==> src/rtl/thread_pkg.sv <==
// Shared types for the hardware-thread fetch sequencer: thread ids, sequencer
// states and the default sequential PC increment.
package thread_pkg;

    localparam int unsigned DEFAULT_NUM_THREADS = 4;
    localparam int unsigned DEFAULT_TW          = $clog2(DEFAULT_NUM_THREADS);
    localparam int unsigned INSTR_BYTES_DEFAULT = 4;

    typedef logic [DEFAULT_TW-1:0] thread_id_t;

    typedef enum logic [0:0] {
        SEQ_INIT = 1'b0,
        SEQ_RUN  = 1'b1
    } seq_state_e;

endpackage

==> src/rtl/thread_rr_picker.sv <==
// Combinational round-robin picker: first eligible thread strictly after rr_i,
// wrapping around, so the thread picked last time has the lowest priority.
module thread_rr_picker #(
    parameter int unsigned NUM_THREADS = 4,
    localparam int unsigned TW = $clog2(NUM_THREADS)
) (
    input  logic [NUM_THREADS-1:0] eligible_i,
    input  logic [TW-1:0]          rr_i,
    output logic [TW-1:0]          pick_o,
    output logic                   found_o
);

    // search rr+1, rr+2, ... rr+NUM_THREADS (the last one is rr itself)
    always_comb begin
        logic [TW-1:0] idx;
        pick_o  = {TW{1'b0}};
        found_o = 1'b0;
        idx     = {TW{1'b0}};
        for (int unsigned k = 1; k <= NUM_THREADS; k++) begin
            idx = TW'((32'(rr_i) + k) % NUM_THREADS);
            if (!found_o && eligible_i[idx]) begin
                found_o = 1'b1;
                pick_o  = idx;
            end else begin
                found_o = found_o;
                pick_o  = pick_o;
            end
        end
    end

endmodule

==> src/rtl/thread_pc_sequencer.sv <==
// Fetch-side PC sequencer: initialises the per-thread PC store to the boot
// address, then issues one round-robin fetch per cycle with PC write-back.
module thread_pc_sequencer
    import thread_pkg::*;
#(
    parameter int unsigned NUM_THREADS = DEFAULT_NUM_THREADS,
    parameter int unsigned VLEN        = 64,
    parameter int unsigned INSTR_BYTES = INSTR_BYTES_DEFAULT,
    localparam int unsigned TW = $clog2(NUM_THREADS)
) (
    input  logic                   clk_i,
    input  logic                   rst_i,
    input  logic [VLEN-1:0]        boot_addr_i,
    input  logic [NUM_THREADS-1:0] thread_active_i,
    input  logic [NUM_THREADS-1:0] thread_stall_i,
    input  logic                   redirect_valid_i,
    input  logic [TW-1:0]          redirect_thread_id_i,
    input  logic [VLEN-1:0]        redirect_pc_i,
    output logic [TW-1:0]          pc_read_thread_id_o,
    input  logic [VLEN-1:0]        pc_read_value_i,
    output logic                   pc_write_o,
    output logic [TW-1:0]          pc_write_thread_id_o,
    output logic [VLEN-1:0]        pc_write_value_o,
    output logic                   fetch_valid_o,
    input  logic                   fetch_ready_i,
    output logic [VLEN-1:0]        fetch_pc_o,
    output logic [TW-1:0]          fetch_thread_id_o,
    output logic                   init_done_o
);

    localparam logic [TW-1:0] LAST_ID = TW'(NUM_THREADS - 1);

    seq_state_e             state_q;
    logic [TW-1:0]          init_cnt_q;
    logic [TW-1:0]          rr_q;
    logic                   fetch_valid_q;
    logic [VLEN-1:0]        fetch_pc_q;
    logic [TW-1:0]          fetch_tid_q;

    logic [NUM_THREADS-1:0] eligible_s;
    logic [TW-1:0]          pick_s;
    logic                   found_s;
    logic                   slot_free_s;
    logic                   select_s;

    assign eligible_s  = thread_active_i & ~thread_stall_i;
    assign slot_free_s = ~fetch_valid_q | fetch_ready_i;
    // a redirect owns the single store write port, so it blocks selection
    assign select_s    = ~rst_i & (state_q == SEQ_RUN) & ~redirect_valid_i
                       & slot_free_s & found_s;

    thread_rr_picker #(
        .NUM_THREADS (NUM_THREADS)
    ) u_picker (
        .eligible_i (eligible_s),
        .rr_i       (rr_q),
        .pick_o     (pick_s),
        .found_o    (found_s)
    );

    assign pc_read_thread_id_o = select_s ? pick_s : rr_q;
    assign fetch_valid_o       = fetch_valid_q;
    assign fetch_pc_o          = fetch_pc_q;
    assign fetch_thread_id_o   = fetch_tid_q;
    assign init_done_o         = (state_q == SEQ_RUN);

    // PC store write port: boot fill, redirect target, or sequential increment
    always_comb begin
        pc_write_o           = 1'b0;
        pc_write_thread_id_o = {TW{1'b0}};
        pc_write_value_o     = {VLEN{1'b0}};
        if (rst_i) begin
            pc_write_o = 1'b0;
        end else if (state_q == SEQ_INIT) begin
            pc_write_o           = 1'b1;
            pc_write_thread_id_o = init_cnt_q;
            pc_write_value_o     = boot_addr_i;
        end else if (redirect_valid_i) begin
            pc_write_o           = 1'b1;
            pc_write_thread_id_o = redirect_thread_id_i;
            pc_write_value_o     = redirect_pc_i;
        end else if (select_s) begin
            pc_write_o           = 1'b1;
            pc_write_thread_id_o = pick_s;
            pc_write_value_o     = pc_read_value_i + VLEN'(INSTR_BYTES);
        end else begin
            pc_write_o = 1'b0;
        end
    end

    // sequencer FSM, round-robin pointer and the registered fetch slot
    always_ff @(posedge clk_i) begin
        if (rst_i) begin
            state_q       <= SEQ_INIT;
            init_cnt_q    <= {TW{1'b0}};
            rr_q          <= LAST_ID;
            fetch_valid_q <= 1'b0;
            fetch_pc_q    <= {VLEN{1'b0}};
            fetch_tid_q   <= {TW{1'b0}};
        end else begin
            case (state_q)
                SEQ_INIT: begin
                    init_cnt_q <= init_cnt_q + TW'(1);
                    if (init_cnt_q == LAST_ID) begin
                        state_q <= SEQ_RUN;
                    end
                end
                SEQ_RUN: begin
                    if (select_s) begin
                        fetch_valid_q <= 1'b1;
                        fetch_pc_q    <= pc_read_value_i;
                        fetch_tid_q   <= pick_s;
                        rr_q          <= pick_s;
                    end else if (fetch_valid_q && fetch_ready_i) begin
                        fetch_valid_q <= 1'b0;
                    end
                end
                default: begin
                    state_q <= SEQ_INIT;
                end
            endcase
        end
    end

endmodule

==> config.mk <==
export PLATFORM = sky130hd
export DESIGN_NAME = thread_pc_sequencer
export DESIGN_NICKNAME = d
export VERILOG_FILES = /design/src/rtl/thread_pkg.sv /design/src/rtl/thread_rr_picker.sv /design/src/rtl/thread_pc_sequencer.sv
export SDC_FILE = /design/constraint.sdc
export NUM_CORES = 1
export LEC_CHECK = 0
export CAP_MARGIN = 20
export CORE_AREA = 2 2 134 136
export DETAILED_ROUTE_END_ITERATION = 6
export DIE_AREA = 0 0 136 138
export PLACE_DENSITY = 0.72
export SLEW_MARGIN = 10
export SYNTH_ARGS = -nofsm -noshare
export SYNTH_HDL_FRONTEND = slang
export SYNTH_SLANG_ARGS = --single-unit
==> constraint.sdc <==
create_clock -name clk_i -period 6.6 [get_ports clk_i]
set_clock_uncertainty 0.05 [all_clocks]
set_input_delay 0.99 -clock clk_i [delete_from_list [all_inputs] [get_ports clk_i]]
set_output_delay 0.99 -clock clk_i [all_outputs]
set_load 0.01 [all_outputs]
**After elaboration in Yosys (flattened, before gate mapping)**

Index checks and enable logic that the tools add are counted.

- Bits in registers: 72

- Magnitude comparators: 4
- Equal/unequal tests: 1
- Add/subtract/negate cells: 6
- Muxes and demuxes: 33
- Reductions and logical operators: 10
- Bitwise logic cells: 10

Operators by type and width:

| operator | count |
|---|---|
| two-way mux 64 bit | 4 |
| adder 64 x 3 -> 64 bit (second input constant) | 1 |
| two-way mux 2 bit | 9 |
| two-way mux 1 bit | 16 |
| < comparator 2 x 3 -> 1 bit (second input constant) | 4 |
| binary-select mux 1 bit (select 2 bit) | 4 |
| adder 2 x 1 -> 2 bit (second input constant) | 3 |
| adder 2 bit (second input constant) | 2 |
| AND 1 bit | 4 |
| AND 4 bit | 1 |
| logical AND 1 bit | 4 |
| NOT 4 bit | 1 |
| AND reduction 2 bit | 2 |
| zero test 1 bit | 3 |
| NOT 1 bit | 3 |
| == test 2 bit (second input constant) | 1 |
| nonzero test 2 bit | 1 |
| OR 1 bit | 1 |

**Logic depth before layout (Yosys ltp)**

Gate-level depths: netlist (run 1).

- Word-level depth: 19
- Gate-level depth with buffers: 8
- Gate-level depth less buffers: 6

**By module**

A second synthesis (run 1) with hierarchy kept.

- Cell total of the unflattened synthesis: 827
- Area, all modules: 5,959.5 µm²

Modules (own cells, without submodules):

| module | cells an instance | area an instance (µm²) | instances |
|---|---|---|---|
| thread_pc_sequencer | 813 | 5,868.1 | 1 |
| thread_rr_picker | 14 | 91.3 | 1 |

**Worst setup path after synthesis (run 1)**

Ideal clock, no wire load.

- Path type: input -> output
- Start: in pc_read_value_i[6]
- End: out pc_write_value_o[53]
- Data arrival time: 2,782 ps
- Cell stages on the path: 5
- Setup slack: 2,778 ps
- Cell sequence: nand3_2 or4_4 or4_4 o31a_1 a221oi_2

- Longest elaborated chain between the ends: 5

RTL lines:

| what | RTL line | RTL |
|---|---|---|
| from (decl) | thread_pc_sequencer.sv:20 | `input logic [VLEN-1:0] pc_read_value_i,` |
| adder 64 x 3 -> 64 bit | thread_pc_sequencer.sv:85 | `pc_write_value_o = pc_read_value_i + VLEN'(INSTR_BYTES);` |
| two-way mux 64 bit | thread_pc_sequencer.sv:82 | `end else if (select_s) begin` |
| two-way mux 64 bit | thread_pc_sequencer.sv:78 | `end else if (redirect_valid_i) begin` |
| two-way mux 64 bit | thread_pc_sequencer.sv:74 | `end else if (state_q == SEQ_INIT) begin` |
| two-way mux 64 bit | thread_pc_sequencer.sv:72 | `if (rst_i) begin` |
| to (decl) | thread_pc_sequencer.sv:23 | `output logic [VLEN-1:0] pc_write_value_o,` |

No other way between the ends.

**Worst setup path in the final report (run 1)**

- Start: in pc_read_value_i[4]
- End: out pc_write_value_o[53]

The elaborated chain is that of the path after synthesis.

==> metrics.md, run 1 <==
| Metric | Value |
|---|---|
| Wire length per cell | `~19 µm` |
| Outcome | `complete, no violations` |
| Root Buffer | `clkbuf_16` |
| Finished Layout Cells | `1,369` |
| RD Place Congestion | `0.895` |
| Worst Path Required | `~5.6 ns` |
| Async S/R FF share, synth | `0%` |
| Syn_nets | `1,052` |
| Htree depth | `3` |
| RSZ-0062 raised after global routing | `no` |
| Worst-Skew Late Latency | `0.34 ns` |
| Seq/Total Area, Yosys | `25.3%` |
| Clk buf depth | `2` |
| CP max FO | `7` |
| CTS tree | `yes` |
| Via count | `7,436` |
| Post-CTS Setup Bufs | `0` |
| Syn Inst Count | `around 840` |
| CP arrival | `just over 4 ns` |
| Synth Flop Type | `dfxtp_1` |
| #FFs+latches synth | `72` |
| Critical Path Max Stage Delay | `0.61 ns` |
| Setup TNS | `0 ns` |
| Worst hold path type | `register to register` |
| Core region area | `17,500 µm²` |
| Design area | `9580 µm²` |
| Synthesized area | `5710 µm²` |
| Initial DRC count | `499` |
| Placed insts | `1,353` |
| Residual DRC | `0` |
| CP max-delay cell | `or4_4` |
| Util after Layout | `54.6%` |
| Initial antenna violation count | `0` |
| Most common cell after layout, fill and taps aside | `clkdlybuf4s50_1` |
| Syn_area_per_cell | `6.76 µm²` |
| CTS clk-pin slew, worst paths | `0.06 ns` |
| Rel. slew slack | `34.1%` |
| Port Buffers | `around 340` |
| Peak supply drop | `between 0.0001 and 0.00015 V` |
| Critical path, cell by cell | `clkdlybuf4s50_1 -> nand3_2 -> or4_4 -> or4_4 -> o31a_1 -> a221oi_2 -> clkdlybuf4s50_1` |
| Yosys warns | `0` |
| FMAX | `0.194 GHz` |
| Ant diodes | `0` |
| CP Capture Point | `pc_write_value_o[53]` |
| Post-cts gate resize count | `0` |
| Worst Setup Start Kind | `input port` |
| Initial core utilization | `roughly a third` |
| First-pass DRT Iterations | `5` |
| Vias/cell | `5.43` |
| Total CTS buffers | `9` |
| Hold_buf cts | `0` |
| CP startpoint | `pc_read_value_i[4]` |
| Slew Viols, Final | `0` |
| Netlist cell types | `58` |
| Area growth, synth to finish | `67.8%` |
| Place WS | `1.43 ns` |
| Post-Place Cell Area | `roughly 9300 µm²` |
| R2R Path End | `fetch_pc_o[30]` |
| Setup ws final | `1.44 ns` |
| Max-cap check violation count | `0` |
| Fill cells | `1,685` |
| Final period util | `78.1%` |
| # IOs | `343` |
| Flop2flop setup slack | `4.28 ns` |
| CP Class | `input port to output pin` |
| Post-synth EDFFs | `0` |
| Clock sink count | `72` |
| Reg2reg start | `init_done_o` |
| # setup viols final | `0` |
| Antenna Violating Nets Remaining | `0` |
| Tightest Pin Transition | `approximately 0.99 ns` |
| Pin count of the biggest net entering global routing | `86` |
| Placed wire-length estimate | `19.1 mm` |
| Final WL | `25.7 mm` |
| Final net count | `1,343` |
| Standard-cell rows | `49` |
| Overall global routing resource usage | `between 20% and 30%` |
| Hold Violations, Final | `0` |
| Die width | `between 100 and 150 µm` |
| Final min period | `a little over 5 ns` |
| Die height | `~140 µm` |
| Worst setup EP type | `output pin` |
| Layout cells sized above 1 | `3.86%` |
| Vias in the first global route | `6,978` |
| Pleak | `3.10 nW` |
| Die footprint | `18,800 µm²` |
| PwrDens | `152 nW/µm²` |
| Most frequent cells in the layout | `340 x clkdlybuf4s50_1, 167 x nand2_1, 83 x a21oi_1` |
| R2r worst-path depth | `7` |
| Gr ovfl total | `0` |
| First-pass GRT wire length | `39.2 mm` |
[Yosys cell counts, drive strengths merged (3+ instances only)]
master / instances / area [µm²]
nand2: 167 / 627
a21oi: 83 / 415
dfxtp: 72 / 1440
nor2: 63 / 236
clkbuf: 62 / 233
xnor2: 28 / 245
nand4: 25 / 171
o21ai: 24 / 120
o211ai: 23 / 173
nand3: 21 / 110
nor2b: 19 / 119
inv: 17 / 63.8
nor4: 17 / 106
nor3: 16 / 80.1
a211oi: 15 / 113
a21boi: 14 / 105
a22oi: 14 / 105
buf: 14 / 58.8
o32ai: 12 / 105
a311oi: 11 / 96.3
and4: 11 / 97.6
or3: 11 / 68.8
or4: 11 / 90.1
o22ai: 10 / 62.6
and3: 9 / 56.3
nand3b: 8 / 60.1
and2: 7 / 43.8
a32oi: 6 / 52.6
o31a: 6 / 52.6
xor2: 6 / 52.6
a21o: 4 / 30.0
a31oi: 4 / 25.0
nand2b: 4 / 25.0
o21a: 4 / 30.0
a211o: 3 / 26.3
o221ai: 3 / 26.3
or2: 3 / 18.8
[report_power, final]
group / internal (mW) / switching, mW
Clock: 0.320 / 0.211
Sequential: 0.443 / 0.0128
Combinational: 0.255 / 0.210
Total: 1.02 / 0.434
[worst max-delay path: cells and delay by family]
family / cells / cell delay [ns]
compound gates: 2 / 0.54
buf+inv: 2 / 1.20
simple gates: 3 / 1.39
[worst min path at each step]
stage / start / to / slack (ns) / depth (start not counted)
after floorplan: fetch_pc_o[24] / fetch_pc_o[24] / 0.43 / 2
after global placement: fetch_pc_o[29] / fetch_pc_o[29] / 0.39 / 2
after detailed placement: fetch_pc_o[7] / fetch_pc_o[7] / 0.40 / 2
after CTS: fetch_pc_o[54] / fetch_pc_o[54] / 0.40 / 2
after global routing: fetch_pc_o[54] / fetch_pc_o[54] / 0.42 / 2
final: fetch_pc_o[24] / fetch_pc_o[24] / 0.40 / 2
[area by class of cell]
type / instances / area, µm² / share of cell area (%)
Sequential cell: 72 / 1450 / 15.1
Inverter: 18 / 67.6 / 0.705
Clock buffer: 10 / 250 / 2.61
Timing Repair Buffer: 356 / 3530 / 36.9
Multi-Input combinational cell: 678 / 3920 / 41.0
Tap cell: 229 / 287 / 2.99
Clock inverter: 6 / 72.6 / 0.758
[sequential cells by signal (all words and copies together), names as in the netlist]
signal	cells
fetch_thread_id_o	2
fetch_pc_o	64
init_done_o	1
fetch_valid_o	1
init_cnt_q	2
rr_q	2
[logic make-up (layout without fill, tap and decap cells)]
family | after synthesis | count (layout) | share of synthesized area, %
xor+xnor | 34 | 34 | 5.22
buf+inv | 94 | 390 | 6.29
simple gates | 396 | 396 | 34.2
compound gates | 243 | 243 | 28.1
mux | 1 | 1 | 0.175
flops | 72 | 72 | 25.3
fa+ha+maj | 4 | 4 | 0.789
[through the flow]
step | hold slack, ns | power, mW
5_1_grt | 0.422 | 1.51
4_1_cts | 0.403 | 1.46
2_1_floorplan | 0.426 | 0.647
3_3_place_gp | 0.391 | 0.926
6_report | 0.401 | 1.45
3_5_place_dp | 0.396 | 0.928
[metal layers]
layer,global-route usage (%),vias up,share of wire (%)
li1,-,3653,-
met1,34.4,3442,42
met2,44.0,304,48
met3,4.95,37,8.2
met4,7.84,0,1.9
met5,0,-,0
No activity file was read; power rests on OpenSTA's default activity.
==> run 2: changes to the inputs <==
--- a/config.mk
+++ b/config.mk
@@ -6,10 +6,10 @@
 export NUM_CORES = 1
 export LEC_CHECK = 0
 export CAP_MARGIN = 20
-export CORE_AREA = 2 2 134 136
+export CORE_AREA = 2 2 135 137
 export DETAILED_ROUTE_END_ITERATION = 6
-export DIE_AREA = 0 0 136 138
-export PLACE_DENSITY = 0.72
+export DIE_AREA = 0 0 137 139
+export PLACE_DENSITY = 0.74
 export SLEW_MARGIN = 10
 export SYNTH_ARGS = -nofsm -noshare
 export SYNTH_HDL_FRONTEND = slang
==> constraint.sdc (replaced) <==
create_clock -name clk_i -period 4.4 [get_ports clk_i]
set_clock_uncertainty 0.05 [all_clocks]
set_input_delay 0.66 -clock clk_i [delete_from_list [all_inputs] [get_ports clk_i]]
set_output_delay 0.66 -clock clk_i [all_outputs]
set_load 0.01 [all_outputs]
==> run 2 against run 1 <==
Net effect:
- register-to-register slack got worse by 1.9 ns
- setup slack got worse by 1.3 ns
- via count increased by 3.4%
==> metrics.md, run 2 (synthesis gave the netlist of run 1 again) <==
| Metric | Value |
|---|---|
| RSZ-0062 raised after global routing | `no` |
| R2r worst-path depth | `8` |
| R2R Path End | `fetch_pc_o[16]` |
| Worst hold path cell count | `2` |
| Antenna Violating Nets Remaining | `0` |
| Pleak | `3.30 nW` |
| Final net count | `approximately 1,400` |
| Worst setup EP type | `output pin` |
| Rel. slew slack | `51.4%` |
| Final min period | `4.29 ns` |
| Wire length per cell | `between 15 and 20 µm` |
| CP arrival | `between 3 and 4 ns` |
| Most common cell after layout, fill and taps aside | `clkdlybuf4s50_1` |
| First-pass DRT Iterations | `5` |
| PwrDens | `225 nW/µm²` |
| Initial core utilization | `32.3%` |
| Most frequent cells in the layout | `340 x clkdlybuf4s50_1, 167 x nand2_1, 83 x a21oi_1` |
| # setup viols final | `0` |
| Critical path, cell by cell | `clkdlybuf4s50_1 -> nand3_2 -> or4_4 -> or4_4 -> o31a_1 -> a221oi_2 -> clkdlybuf4s50_1` |
| Die height | `139 µm` |
| Vias in the first global route | `between 7,000 and 8,000` |
| Via count | `7,686` |
| Reg2reg start | `fetch_valid_o` |
| Place WS | `0.0636 ns` |
| # IOs | `343` |
| Layout cells sized above 1 | `approximately 7.1%` |
| Residual DRC | `0` |
| WHS Endpoint | `fetch_pc_o[9]` |
| Hold Violations, Final | `0` |
| Root Buffer | `clkbuf_16` |
| Port Buffers | `between 300 and 400` |
| CTS tree | `yes` |
| Standard-cell rows | `49` |
| Area growth, synth to finish | `74.1%` |
| Worst-Skew Late Latency | `0.34 ns` |
| Core region area | `17,700 µm²` |
| Total power | `approximately 2.2 mW` |
| Flop2flop setup slack | `2.36 ns` |
| Total CTS buffers | `9` |
| CP max-delay cell | `or4_4` |
| Number of flip-flops under the largest register name | `64` |
| FMAX | `roughly 0.23 GHz` |
| Fill cells | `1,701` |
| Setup TNS | `0 ns` |
| Outcome | `complete, no violations` |
| Die width | `137 µm` |
| Pin count of the biggest net entering global routing | `129` |
| Tightest Pin Transition | `about 0.73 ns` |
| Max-cap check violation count | `0` |
| Hold_sp | `fetch_pc_o[9]` |
| Die footprint | `19,000 µm²` |
| Initial DRC count | `440` |
| Clk buf depth | `2` |
| Placed wire-length estimate | `between 20 and 25 mm` |
| RD Place Congestion | `0.924` |
| First-pass GRT wire length | `39.8 mm` |
| Slew Viols, Final | `0` |
| Worst Path Required | `between 3 and 4 ns` |
| Overall global routing resource usage | `26.6%` |
| Final WL | `26.5 mm` |
| Clock sink count | `slightly above 70` |
| CP max FO | `5` |
| CP Class | `input port to output pin` |
| CTS clk-pin slew, worst paths | `0.06 ns` |
| Critical Path Max Stage Delay | `between 0.5 and 0.6 ns` |
| Vias/cell | `5.45` |
| Worst Setup Start Kind | `input port` |
| Worst hold path type | `register to register` |
| Gr ovfl total | `0` |
| Final period util | `97.6%` |
| Htree depth | `3` |
| Initial antenna violation count | `0` |
| Peak supply drop | `about 0.00023 V` |
| Util after Layout | `56.3%` |
| Setup ws final | `0.106 ns` |
-- run 2: cell types whose count changed in the layout (fill, tap and decap cells not counted), moves of 2 or more --
cell	delta
buf_12	+3
inv_6	-2
clkbuf_8	+2
buf_4	+37
-- run 2: how the worst max path moves through the flow --
stage	from	slack [ns]	cells after the start	end
floorplan	pc_read_value_i[6]	1.24	5	pc_write_value_o[53]
global placement	pc_read_value_i[2]	0.11	8	pc_write_value_o[60]
detailed placement	pc_read_value_i[3]	0.06	8	pc_write_value_o[60]
CTS	pc_read_value_i[3]	0.05	8	pc_write_value_o[60]
global route	pc_read_value_i[19]	0.01	7	pc_write_value_o[53]
finish	pc_read_value_i[4]	0.11	7	pc_write_value_o[53]
-- run 2: worst max-delay path: cells and delay by family --
kind	cells	cell delay [ns]
AND/OR/NAND/NOR	3	1.27
buffers and inverters	2	1.11
AO/OA/AOI/OAI	2	0.54
-- run 2: metrics by stage --
stage,hold WS (ns),instances,area (µm²)
floorplan,0.426,844,5710
finish,0.402,1410,9930
global route,0.418,1409,9930
detailed placement,0.396,1393,9590
CTS,0.404,1409,9930
global placement,0.389,1393,9590
-- run 2: final cells by class --
class,instances,area [µm²],share of cell area [%]
clock inverter,4,76.3,0.768
inverter,18,67.6,0.680
multi-input combinational,678,3930,39.5
timing repair buffer,396,3870,39.0
clock buffer,12,256,2.58
antenna,1,2.50,0.0252
sequential,72,1450,14.5
tap,229,287,2.88
-- run 2: per-layer routing --
layer | part of all wire [%] | vias to the layer above | track usage (%)
li1 | - | 3733 | -
met1 | 42 | 3550 | 33.1
met2 | 46 | 337 | 43.9
met3 | 7.5 | 66 | 5.70
met4 | 3.9 | 0 | 11.6
met5 | 0 | - | 0
-- run 2: report_power, final --
group,switching [mW],internal (mW),total [mW]
clock network,0.302,0.529,0.831
registers,0.00849,0.665,0.673
logic,0.333,0.401,0.734
total,0.644,1.60,2.24
-- run 2: repair_timing --
| item | in CTS | in global routing |
|---|---|---|
| setup buffers | 0 | 0 |
| gates resized for setup | 0 | 1 |
| setup endpoints to repair | 0 | 10 |
| hold buffers | 0 | 0 |
